File: config.mk
export PLATFORM = sky130hd
export DESIGN_NAME = mem_port_arbiter_flat
export DESIGN_NICKNAME = d
export VERILOG_FILES = /design/src/rtl/mem_port_arbiter_if.sv /design/src/rtl/mem_port_arbiter.sv /design/src/flat_wrapper.sv
export SDC_FILE = /design/constraint.sdc
export NUM_CORES = 1
export LEC_CHECK = 0
export ABC_AREA = 1
export CORE_ASPECT_RATIO = 0.75
export CORE_MARGIN = 1
export CORE_UTILIZATION = 44
export CTS_BUF_LIST = sky130_fd_sc_hd__clkbuf_8
export CTS_CLUSTER_DIAMETER = 100
export DETAILED_ROUTE_END_ITERATION = 16
export GPL_ROUTABILITY_DRIVEN = 1
export PLACE_DENSITY = 0.93
export SLEW_MARGIN = 40
export SYNTH_ARGS = -nofsm -noshare
export SYNTH_HDL_FRONTEND = slang
export SYNTH_SLANG_ARGS = --single-unit
File: constraint.sdc
create_clock -name clk -period 3.4 [get_ports clk]
set_input_delay 0.34 -clock clk [delete_from_list [all_inputs] [get_ports clk]]
set_output_delay 0.34 -clock clk [all_outputs]
set_load 0.01 [all_outputs]
File: src/rtl/mem_port_arbiter_if.sv
// Bus bundle between the two requesters, the arbiter and the synchronous RAM.
// Slave modport is the arbiter side; master modport is the requester/RAM side.
interface mem_port_arbiter_if #(
   parameter int ADDR_BITS = 8,
   parameter int DATA_BITS = 8
);
   // Handshake: a requester raises pN_req with we/addr/wdata stable and holds it
   // until it sees the one-cycle pN_gnt pulse, then drops req at the next edge.
   // A read answers with a one-cycle pN_rvalid; pN_rdata holds until the next read.
   logic                 p0_req;
   logic                 p0_we;
   logic [ADDR_BITS-1:0] p0_addr;
   logic [DATA_BITS-1:0] p0_wdata;
   logic                 p0_gnt;
   logic                 p0_rvalid;
   logic [DATA_BITS-1:0] p0_rdata;

   logic                 p1_req;
   logic                 p1_we;
   logic [ADDR_BITS-1:0] p1_addr;
   logic [DATA_BITS-1:0] p1_wdata;
   logic                 p1_gnt;
   logic                 p1_rvalid;
   logic [DATA_BITS-1:0] p1_rdata;

   logic                 rd_ram_en;
   logic [ADDR_BITS-1:0] rd_ram_addr;
   logic [DATA_BITS-1:0] rd_ram_data;
   logic                 wr_ram_en;
   logic [ADDR_BITS-1:0] wr_ram_addr;
   logic [DATA_BITS-1:0] wr_ram_data;
   logic                 busy;

   modport slave (
      input  p0_req, p0_we, p0_addr, p0_wdata,
      input  p1_req, p1_we, p1_addr, p1_wdata,
      input  rd_ram_data,
      output p0_gnt, p0_rvalid, p0_rdata,
      output p1_gnt, p1_rvalid, p1_rdata,
      output rd_ram_en, rd_ram_addr,
      output wr_ram_en, wr_ram_addr, wr_ram_data,
      output busy
   );

   modport master (
      output p0_req, p0_we, p0_addr, p0_wdata,
      output p1_req, p1_we, p1_addr, p1_wdata,
      output rd_ram_data,
      input  p0_gnt, p0_rvalid, p0_rdata,
      input  p1_gnt, p1_rvalid, p1_rdata,
      input  rd_ram_en, rd_ram_addr,
      input  wr_ram_en, wr_ram_addr, wr_ram_data,
      input  busy
   );
endinterface

File: src/rtl/mem_port_arbiter.sv
// Two-port arbiter in front of a single synchronous RAM; all outputs registered.
// Define MEM_ARB_ROUND_ROBIN_EN for round-robin arbitration instead of fixed port-0 priority.
module mem_port_arbiter #(
   parameter int ADDR_BITS = 8,
   parameter int DATA_BITS = 8
) (
   input  logic                 clk,
   input  logic                 reset,
   mem_port_arbiter_if.slave    bus,
   output logic [1:0]           state_dbg
);

   typedef enum logic [1:0] {
      IDLE       = 2'd0,
      ACCESS     = 2'd1,
      READ_DATA  = 2'd2,
      WRITE_DONE = 2'd3
   } state_t;

   state_t state, next_state;

   logic                 any_req;
   logic                 grant;
   logic                 win;
   logic                 win_we;
   logic [ADDR_BITS-1:0] win_addr;
   logic [DATA_BITS-1:0] win_wdata;
   logic                 cmd_port;
   logic                 cmd_we;

   logic                 p0_gnt_d, p1_gnt_d;
   logic                 p0_rvalid_d, p1_rvalid_d;
   logic                 rd_en_d, wr_en_d;
   logic [ADDR_BITS-1:0] rd_addr_d, wr_addr_d;
   logic [DATA_BITS-1:0] wr_data_d;
   logic                 busy_d;

   assign state_dbg = state;

   // Arbitration also runs at the closing edge of READ_DATA/WRITE_DONE for 2-cycle throughput.
   assign any_req = bus.p0_req | bus.p1_req;
   assign grant   = (state != ACCESS) && any_req;

`ifdef MEM_ARB_ROUND_ROBIN_EN
   logic last_grant;

   assign win = (bus.p0_req && bus.p1_req) ? ~last_grant : bus.p1_req;

   // Reset value 1 makes port 0 the first winner of a tie.
   always_ff @(posedge clk or posedge reset) begin
      if (reset)      last_grant <= 1'b1;
      else if (grant) last_grant <= win;
   end
`else
   assign win = ~bus.p0_req;
`endif

   assign win_we    = win ? bus.p1_we    : bus.p0_we;
   assign win_addr  = win ? bus.p1_addr  : bus.p0_addr;
   assign win_wdata = win ? bus.p1_wdata : bus.p0_wdata;

   always_ff @(posedge clk or posedge reset) begin
      if (reset) begin
         state    <= IDLE;
         cmd_port <= 1'b0;
         cmd_we   <= 1'b0;
      end else begin
         state <= next_state;
         if (grant) begin
            cmd_port <= win;
            cmd_we   <= win_we;
         end
      end
   end

   always_comb begin
      next_state = state;
      case (state)
         IDLE:       next_state = grant ? ACCESS : IDLE;
         ACCESS:     next_state = cmd_we ? WRITE_DONE : READ_DATA;
         READ_DATA,
         WRITE_DONE: next_state = grant ? ACCESS : IDLE;
         default:    next_state = IDLE;
      endcase
   end

   always_comb begin
      p0_gnt_d    = grant && !win;
      p1_gnt_d    = grant && win;
      rd_en_d     = grant && !win_we;
      wr_en_d     = grant && win_we;
      rd_addr_d   = rd_en_d ? win_addr : '0;
      wr_addr_d   = wr_en_d ? win_addr : '0;
      wr_data_d   = wr_en_d ? win_wdata : '0;
      p0_rvalid_d = (state == READ_DATA) && !cmd_port;
      p1_rvalid_d = (state == READ_DATA) && cmd_port;
      busy_d      = (next_state != IDLE);
   end

   always_ff @(posedge clk or posedge reset) begin
      if (reset) begin
         bus.p0_gnt      <= 1'b0;
         bus.p1_gnt      <= 1'b0;
         bus.p0_rvalid   <= 1'b0;
         bus.p1_rvalid   <= 1'b0;
         bus.p0_rdata    <= '0;
         bus.p1_rdata    <= '0;
         bus.rd_ram_en   <= 1'b0;
         bus.rd_ram_addr <= '0;
         bus.wr_ram_en   <= 1'b0;
         bus.wr_ram_addr <= '0;
         bus.wr_ram_data <= '0;
         bus.busy        <= 1'b0;
      end else begin
         bus.p0_gnt      <= p0_gnt_d;
         bus.p1_gnt      <= p1_gnt_d;
         bus.p0_rvalid   <= p0_rvalid_d;
         bus.p1_rvalid   <= p1_rvalid_d;
         bus.rd_ram_en   <= rd_en_d;
         bus.rd_ram_addr <= rd_addr_d;
         bus.wr_ram_en   <= wr_en_d;
         bus.wr_ram_addr <= wr_addr_d;
         bus.wr_ram_data <= wr_data_d;
         bus.busy        <= busy_d;
         if (p0_rvalid_d) bus.p0_rdata <= bus.rd_ram_data;
         if (p1_rvalid_d) bus.p1_rdata <= bus.rd_ram_data;
      end
   end

endmodule

File: src/flat_wrapper.sv
// flat-port wrapper written by rule: the top's interface ports become plain ports
module mem_port_arbiter_flat 
#(
   parameter int ADDR_BITS = 8,
   parameter int DATA_BITS = 8
)
  (clk, reset, state_dbg, bus_p0_req, bus_p0_we, bus_p0_addr, bus_p0_wdata, bus_p1_req, bus_p1_we, bus_p1_addr, bus_p1_wdata, bus_rd_ram_data, bus_p0_gnt, bus_p0_rvalid, bus_p0_rdata, bus_p1_gnt, bus_p1_rvalid, bus_p1_rdata, bus_rd_ram_en, bus_rd_ram_addr, bus_wr_ram_en, bus_wr_ram_addr, bus_wr_ram_data, bus_busy);
  mem_port_arbiter_if #(.ADDR_BITS(ADDR_BITS), .DATA_BITS(DATA_BITS)) bus_i ();
  input  logic clk;
  input  logic reset;
  output logic [1:0] state_dbg;
  input wire logic [$bits(bus_i.p0_req)-1:0] bus_p0_req;
  input wire logic [$bits(bus_i.p0_we)-1:0] bus_p0_we;
  input wire logic [$bits(bus_i.p0_addr)-1:0] bus_p0_addr;
  input wire logic [$bits(bus_i.p0_wdata)-1:0] bus_p0_wdata;
  input wire logic [$bits(bus_i.p1_req)-1:0] bus_p1_req;
  input wire logic [$bits(bus_i.p1_we)-1:0] bus_p1_we;
  input wire logic [$bits(bus_i.p1_addr)-1:0] bus_p1_addr;
  input wire logic [$bits(bus_i.p1_wdata)-1:0] bus_p1_wdata;
  input wire logic [$bits(bus_i.rd_ram_data)-1:0] bus_rd_ram_data;
  output wire logic [$bits(bus_i.p0_gnt)-1:0] bus_p0_gnt;
  output wire logic [$bits(bus_i.p0_rvalid)-1:0] bus_p0_rvalid;
  output wire logic [$bits(bus_i.p0_rdata)-1:0] bus_p0_rdata;
  output wire logic [$bits(bus_i.p1_gnt)-1:0] bus_p1_gnt;
  output wire logic [$bits(bus_i.p1_rvalid)-1:0] bus_p1_rvalid;
  output wire logic [$bits(bus_i.p1_rdata)-1:0] bus_p1_rdata;
  output wire logic [$bits(bus_i.rd_ram_en)-1:0] bus_rd_ram_en;
  output wire logic [$bits(bus_i.rd_ram_addr)-1:0] bus_rd_ram_addr;
  output wire logic [$bits(bus_i.wr_ram_en)-1:0] bus_wr_ram_en;
  output wire logic [$bits(bus_i.wr_ram_addr)-1:0] bus_wr_ram_addr;
  output wire logic [$bits(bus_i.wr_ram_data)-1:0] bus_wr_ram_data;
  output wire logic [$bits(bus_i.busy)-1:0] bus_busy;
  assign bus_i.p0_req = bus_p0_req;
  assign bus_i.p0_we = bus_p0_we;
  assign bus_i.p0_addr = bus_p0_addr;
  assign bus_i.p0_wdata = bus_p0_wdata;
  assign bus_i.p1_req = bus_p1_req;
  assign bus_i.p1_we = bus_p1_we;
  assign bus_i.p1_addr = bus_p1_addr;
  assign bus_i.p1_wdata = bus_p1_wdata;
  assign bus_i.rd_ram_data = bus_rd_ram_data;
  assign bus_p0_gnt = bus_i.p0_gnt;
  assign bus_p0_rvalid = bus_i.p0_rvalid;
  assign bus_p0_rdata = bus_i.p0_rdata;
  assign bus_p1_gnt = bus_i.p1_gnt;
  assign bus_p1_rvalid = bus_i.p1_rvalid;
  assign bus_p1_rdata = bus_i.p1_rdata;
  assign bus_rd_ram_en = bus_i.rd_ram_en;
  assign bus_rd_ram_addr = bus_i.rd_ram_addr;
  assign bus_wr_ram_en = bus_i.wr_ram_en;
  assign bus_wr_ram_addr = bus_i.wr_ram_addr;
  assign bus_wr_ram_data = bus_i.wr_ram_data;
  assign bus_busy = bus_i.busy;
  mem_port_arbiter #(.ADDR_BITS(ADDR_BITS), .DATA_BITS(DATA_BITS)) u_core (.clk(clk), .reset(reset), .bus(bus_i), .state_dbg(state_dbg));
endmodule
# Word level (Yosys, flattened, before mapping)
# Index checks and enable logic that the tools add are counted.
totals:
  output_inout_bits: 49
  word_cells: 42
  inputBits: 46
  reg_bits: 51
classes:
  muxes: 9
  n_eq_ne: 4
  n_reduce_logical: 12
  n_bitwise: 2
ops:
  columns: ["op", "count"]
  rows:
  - ["$mux 8", 5]
  - ["$logic_and 1x1->1", 7]
  - ["$eq 2x2->1 const B", 2]
  - ["$pmux 2 s2", 1]
  - ["$mux 1", 3]
  - ["$reduce_or 3->1", 1]
  - ["$eq 2x1->1 const B", 1]
  - ["$logic_not 1->1", 2]
  - ["$logic_not 2->1", 1]
  - ["$ne 2x1->1 const B", 1]
  - ["$reduce_bool 2->1", 1]
  - ["$not 1->1", 1]
  - ["$or 1x1->1", 1]

# Longest topological paths before layout
depth:
  ltp_word: 5
  depth_mapped: 6
  ltp_nobuf: 5

# Least setup slack after synthesis
# Ideal clock, no wire load.
synth_path:
  kind: "register to register"
  start: "register u_core.state[0], in the netlist u_core.state_dbg[0]"
  end: "register u_core.bus.p1_rdata[0]"
  setup_ns: 0.131
  t_required_ns: 3.269
  stages_incl_launch_ff: 6
  n_path_buf: 1
  arrival_time_ns: 1.021
  synth_period_minus_slack_ns: 1.151
  slack_ns: 2.249
  cell_sequence: "dfrtp_1 -> inv_1 -> nand3_1 -> clkbuf_1 -> nand2_1 -> o21ai_0"
synth_between:
  elab_chain_cells: 2
synth_rtl:
  columns: ["item", "line", "rtl"]
  rows:
  - ["start, declared", "mem_port_arbiter.sv:20", "state_t state, next_state;"]
  - ["start signal, assigned", "mem_port_arbiter.sv:68", "state <= next_state;"]
  - ["$eq 2x2->1", "mem_port_arbiter.sv:96", "p1_rvalid_d = (state == READ_DATA) && cmd_port;"]
  - ["$logic_and 1x1->1", "mem_port_arbiter.sv:96", null]
  - ["end signal, assigned", "mem_port_arbiter.sv:126", "if (p1_rvalid_d) bus.p1_rdata <= bus.rd_ram_data;"]
  - ["end, declared", "mem_port_arbiter_if.sv:39", "output p1_gnt, p1_rvalid, p1_rdata,"]
# Every way passes these cells.
# A chain may end at the register's enable or synchronous reset.

# Final worst setup path
layout_path:
  start: "input port bus_p0_req"
  end: "register u_core.bus.wr_ram_addr[6]"
layout_between:
  elab_chain_cells: 4
  elab_cells_between_ends: 6
  cone_classes: "3 x mux; 1 x bitwise; 2 x reduce/logical"
layout_rtl:
  columns: ["item", "line", "rtl"]
  rows:
  - ["start, declared", "flat_wrapper.sv:12", "input wire logic [$bits(bus_i.p0_req)-1:0] bus_p0_req;"]
  - ["$or 1x1->1", "mem_port_arbiter.sv:41", "assign any_req = bus.p0_req | bus.p1_req;"]
  - ["$logic_and 1x1->1", "mem_port_arbiter.sv:42", "assign grant = (state != ACCESS) && any_req;"]
  - ["$logic_and 1x1->1", "mem_port_arbiter.sv:91", "wr_en_d = grant && win_we;"]
  - ["$mux 8 (*)", "mem_port_arbiter.sv:93", "wr_addr_d = wr_en_d ? win_addr : '0;"]
  - ["named net u_core.wr_addr_d[6]", "mem_port_arbiter.sv:34", "logic [ADDR_BITS-1:0] rd_addr_d, wr_addr_d;"]
  - ["end signal, assigned", "mem_port_arbiter.sv:122", "bus.wr_ram_addr <= wr_addr_d;"]
  - ["end, declared", "mem_port_arbiter_if.sv:41", "output wr_ram_en, wr_ram_addr, wr_ram_data,"]
# The timed path passes the listed nets; every way through them passes the cells marked *.

==> results.toml <==
[worst_setup_path]
cp_num_cells = 4
reg2reg_from = "u_core.state_dbg[0]"
cp-start-kind = "primary input"
crit_path_max_fanout = 22
arrival_ps = 2370
r2r_slack_ps = 2040
reg2reg_depth = 3
path_cells = "clkdlybuf4s50_1 -> clkinv_1 -> o21ai_0 -> nor2_1"
crit_path_end_kind = "flop"
path_delay_family = "buffers and inverters"
setup.worst_path.end = "u_core.bus.wr_ram_addr[6]"
critPathKind = "in -> reg"
slowest_delay_ps = 900
critical_path.slowest_cell = "clkdlybuf4s50_1"
required_ps = 3570
reg2reg_to = "u_core.bus.p1_rdata[7]"
cp-startpoint = "bus_p0_req"
cp_num_buf_inv = 2

[pwr]
p_per_area_nw_per_um2 = 676
ir_worst_vdd_v = 0.000316
p_leak_nw = 1.48

[synth]
yosysMostFrequentCell = "dfrtp_1"
synth_xor_area_share_pct = 0
synth.cells.most_frequent = "dfrtp_1, nand2_1, inv_1, nor2_1, o21ai_0"
synth_fa_ha_area_share_pct = 0
synth_cells = 196
syn_nets = 242
synth_simple_gate_area_share_pct = 16.8
synthFlopType = "dfrtp_1"
yosys_warnings = 0
synth_top_family_by_area = "simple AND/OR/NAND/NOR gates"
ys_seq_area_share_pct = 66.5
synth_cell_type_count = 15
synth_largest_area_cell = "dfrtp_1"
netlist_area_um2 = 1920
yosysTopAreaCellShare_pct = 66.5
synth-edff-count = 0
synth-compound-area-share_pct = 8.87
synth-seq-cells = 51
async_reset_ff_share_pct = 100
ys_top_cells_by_area = "dfrtp_1, nand2_1, o21ai_0"
muxShareOfSynthArea_pct = 0
syn_avg_cell_area_um2 = 9.79

[detailed_routing]
first_pass_iters = 4
drcViolationCount = 0
vias = 1652
drtAntennaViolNets = 0
drt_iter0_markers = 79
vias_per_cell = 4.76
drt_wl_total_um = 4430
wl_per_cell_um = 12.8

[final_layout]
finalNetCount = 337
nFillCells = 300
layout-drive-gt1-share_pct = 7.19
n_antenna_cell = 0
layout.cells.non_filler = 347
final_core_util_pct = 73.0
syn2layout_area_growth_pct = 56.2

[placement]
gp_congestion = 0.746
dpl.hpwl_um = 3270
post-place-ws_ps = 917
dp_cells = 339
io_buffers = 94

[global_route]
grt_max_degree = 52
overflow = 0
grt_pass1_wl_um = 7090
antenna_found_initial = 0
grt_pass1_vias = 1564
grt.total_usage_pct = 20.6

[timing]
slew_headroom_pct = 55.3
setup_ws_ps = 1210
hold_viol_final = 0
hold_slack_ps = 464
worst_slew_pin_slew_ps = 669
period_needed_ps = 2190
setup_viol = 0
clock_skew_ps = 3.03
finalMaxSlewViolations = 0
fin_crit_sh_pct = 64.5
setup_tns_ps = 0
rsz0062_at_grt = "false"
fmax_mhz = 456

[die]
core_area_um2 = 4100
initial_core_util_pct = 46.8
io-pin-count = 95
fp.dieH_um = 59.2
die_area_um2 = 4630
rows = 20
die_w_um = 78.3

[cts]
cts_root_buffer = "clkbuf_8"
path_clk_slew_ps = 90
cts_tree = "built"
hold_buffers = 0
cts_setup_buffers = 0
insertion_delay_ps = 290
cts_max_path_buffers = 2
cts_resized = 0
htreeDepth = 2
cts.sinks = 51
cts_made_buffers = 5

[job]
cap_violations = 0

[outcome]
status = "finished clean"

[worst_hold_path]
hold_path_class = "in -> async"
==> worst min path at each step <==
stage / endpoint / cells past startpoint
floorplan: u_core.cmd_we / 2
global placement: u_core.cmd_we / 2
detailed placement: u_core.state_dbg[0] / 2
CTS: u_core.bus.wr_ram_en / 2
global route: u_core.bus.p1_rdata[1] / 2
finish: u_core.bus.wr_ram_en / 2
==> registers in the layout, indices dropped and copies added, names as in the netlist, 2 cells and up <==
signal / flops
u_core.bus.rd_ram_addr: 8
u_core.bus.wr_ram_data: 8
u_core.bus.wr_ram_addr: 8
u_core.state_dbg: 2
u_core.bus.p0_rdata: 8
u_core.bus.p1_rdata: 8
==> cell usage in the layout (no fill, tap or decap) <==
cell type and count:
nor2_1 26, nand2_1 37, o21ai_0 26, or2_2 8, clkdlybuf4s50_1 94, clkinv_4 1
bufinv_16 1, nor2_2 2, clkbuf_8 5, inv_4 1, nand2_2 2, clkinv_2 1
a21oi_1 8, clkinv_1 1, inv_1 26, dfrtp_1 51, nand3_1 2
==> cells by family (layout without fill, tap and decap cells) <==
group | Yosys count | after routing
buf+inv | 34 | 130
flops | 51 | 51
compound gates | 34 | 34
simple gates | 77 | 77
==> layout make-up <==
cell class              instances  area [um2]  share of cell area [%]
repair buffers                 94         941                    31.4
multi-input cells             111         492                    16.4
inverters                      28         108                    3.59
clock inverters                 3        43.8                    1.46
well taps                      55        68.8                    2.30
flip-flops and latches         51        1280                    42.6
clock buffers                   5        68.8                    2.30
==> per-stage QoR <==
step | total power, mW | instance area (um2)
after CTS | 2.05 | 3000
after detailed placement | 1.64 | 2890
after floorplan | 1.19 | 1920
after global placement | 1.60 | 2880
after global routing | 2.16 | 3000
final | 2.03 | 3000
==> power breakdown <==
| part | leakage, nW | switching [mW] | total, mW | internal, mW |
|---|---|---|---|---|
| Clock | 0.0581 | 0.190 | 0.409 | 0.219 |
| Sequential | 0.658 | 0.0850 | 0.869 | 0.784 |
| Combinational | 0.766 | 0.345 | 0.747 | 0.402 |
| Total | 1.48 | 0.621 | 2.03 | 1.41 |
==> layer usage <==
metal,GRT usage (%),part of all wire (%),vias to the layer above,wire length [um]
met5,0,0,-,0
met4,7.14,1.5,0,66
met3,5.08,5.6,6,247
met2,35.7,52,59,2310
met1,25.8,41,801,1810
li1,-,-,786,-
Note: power is estimated with default switching activity, not from simulation.
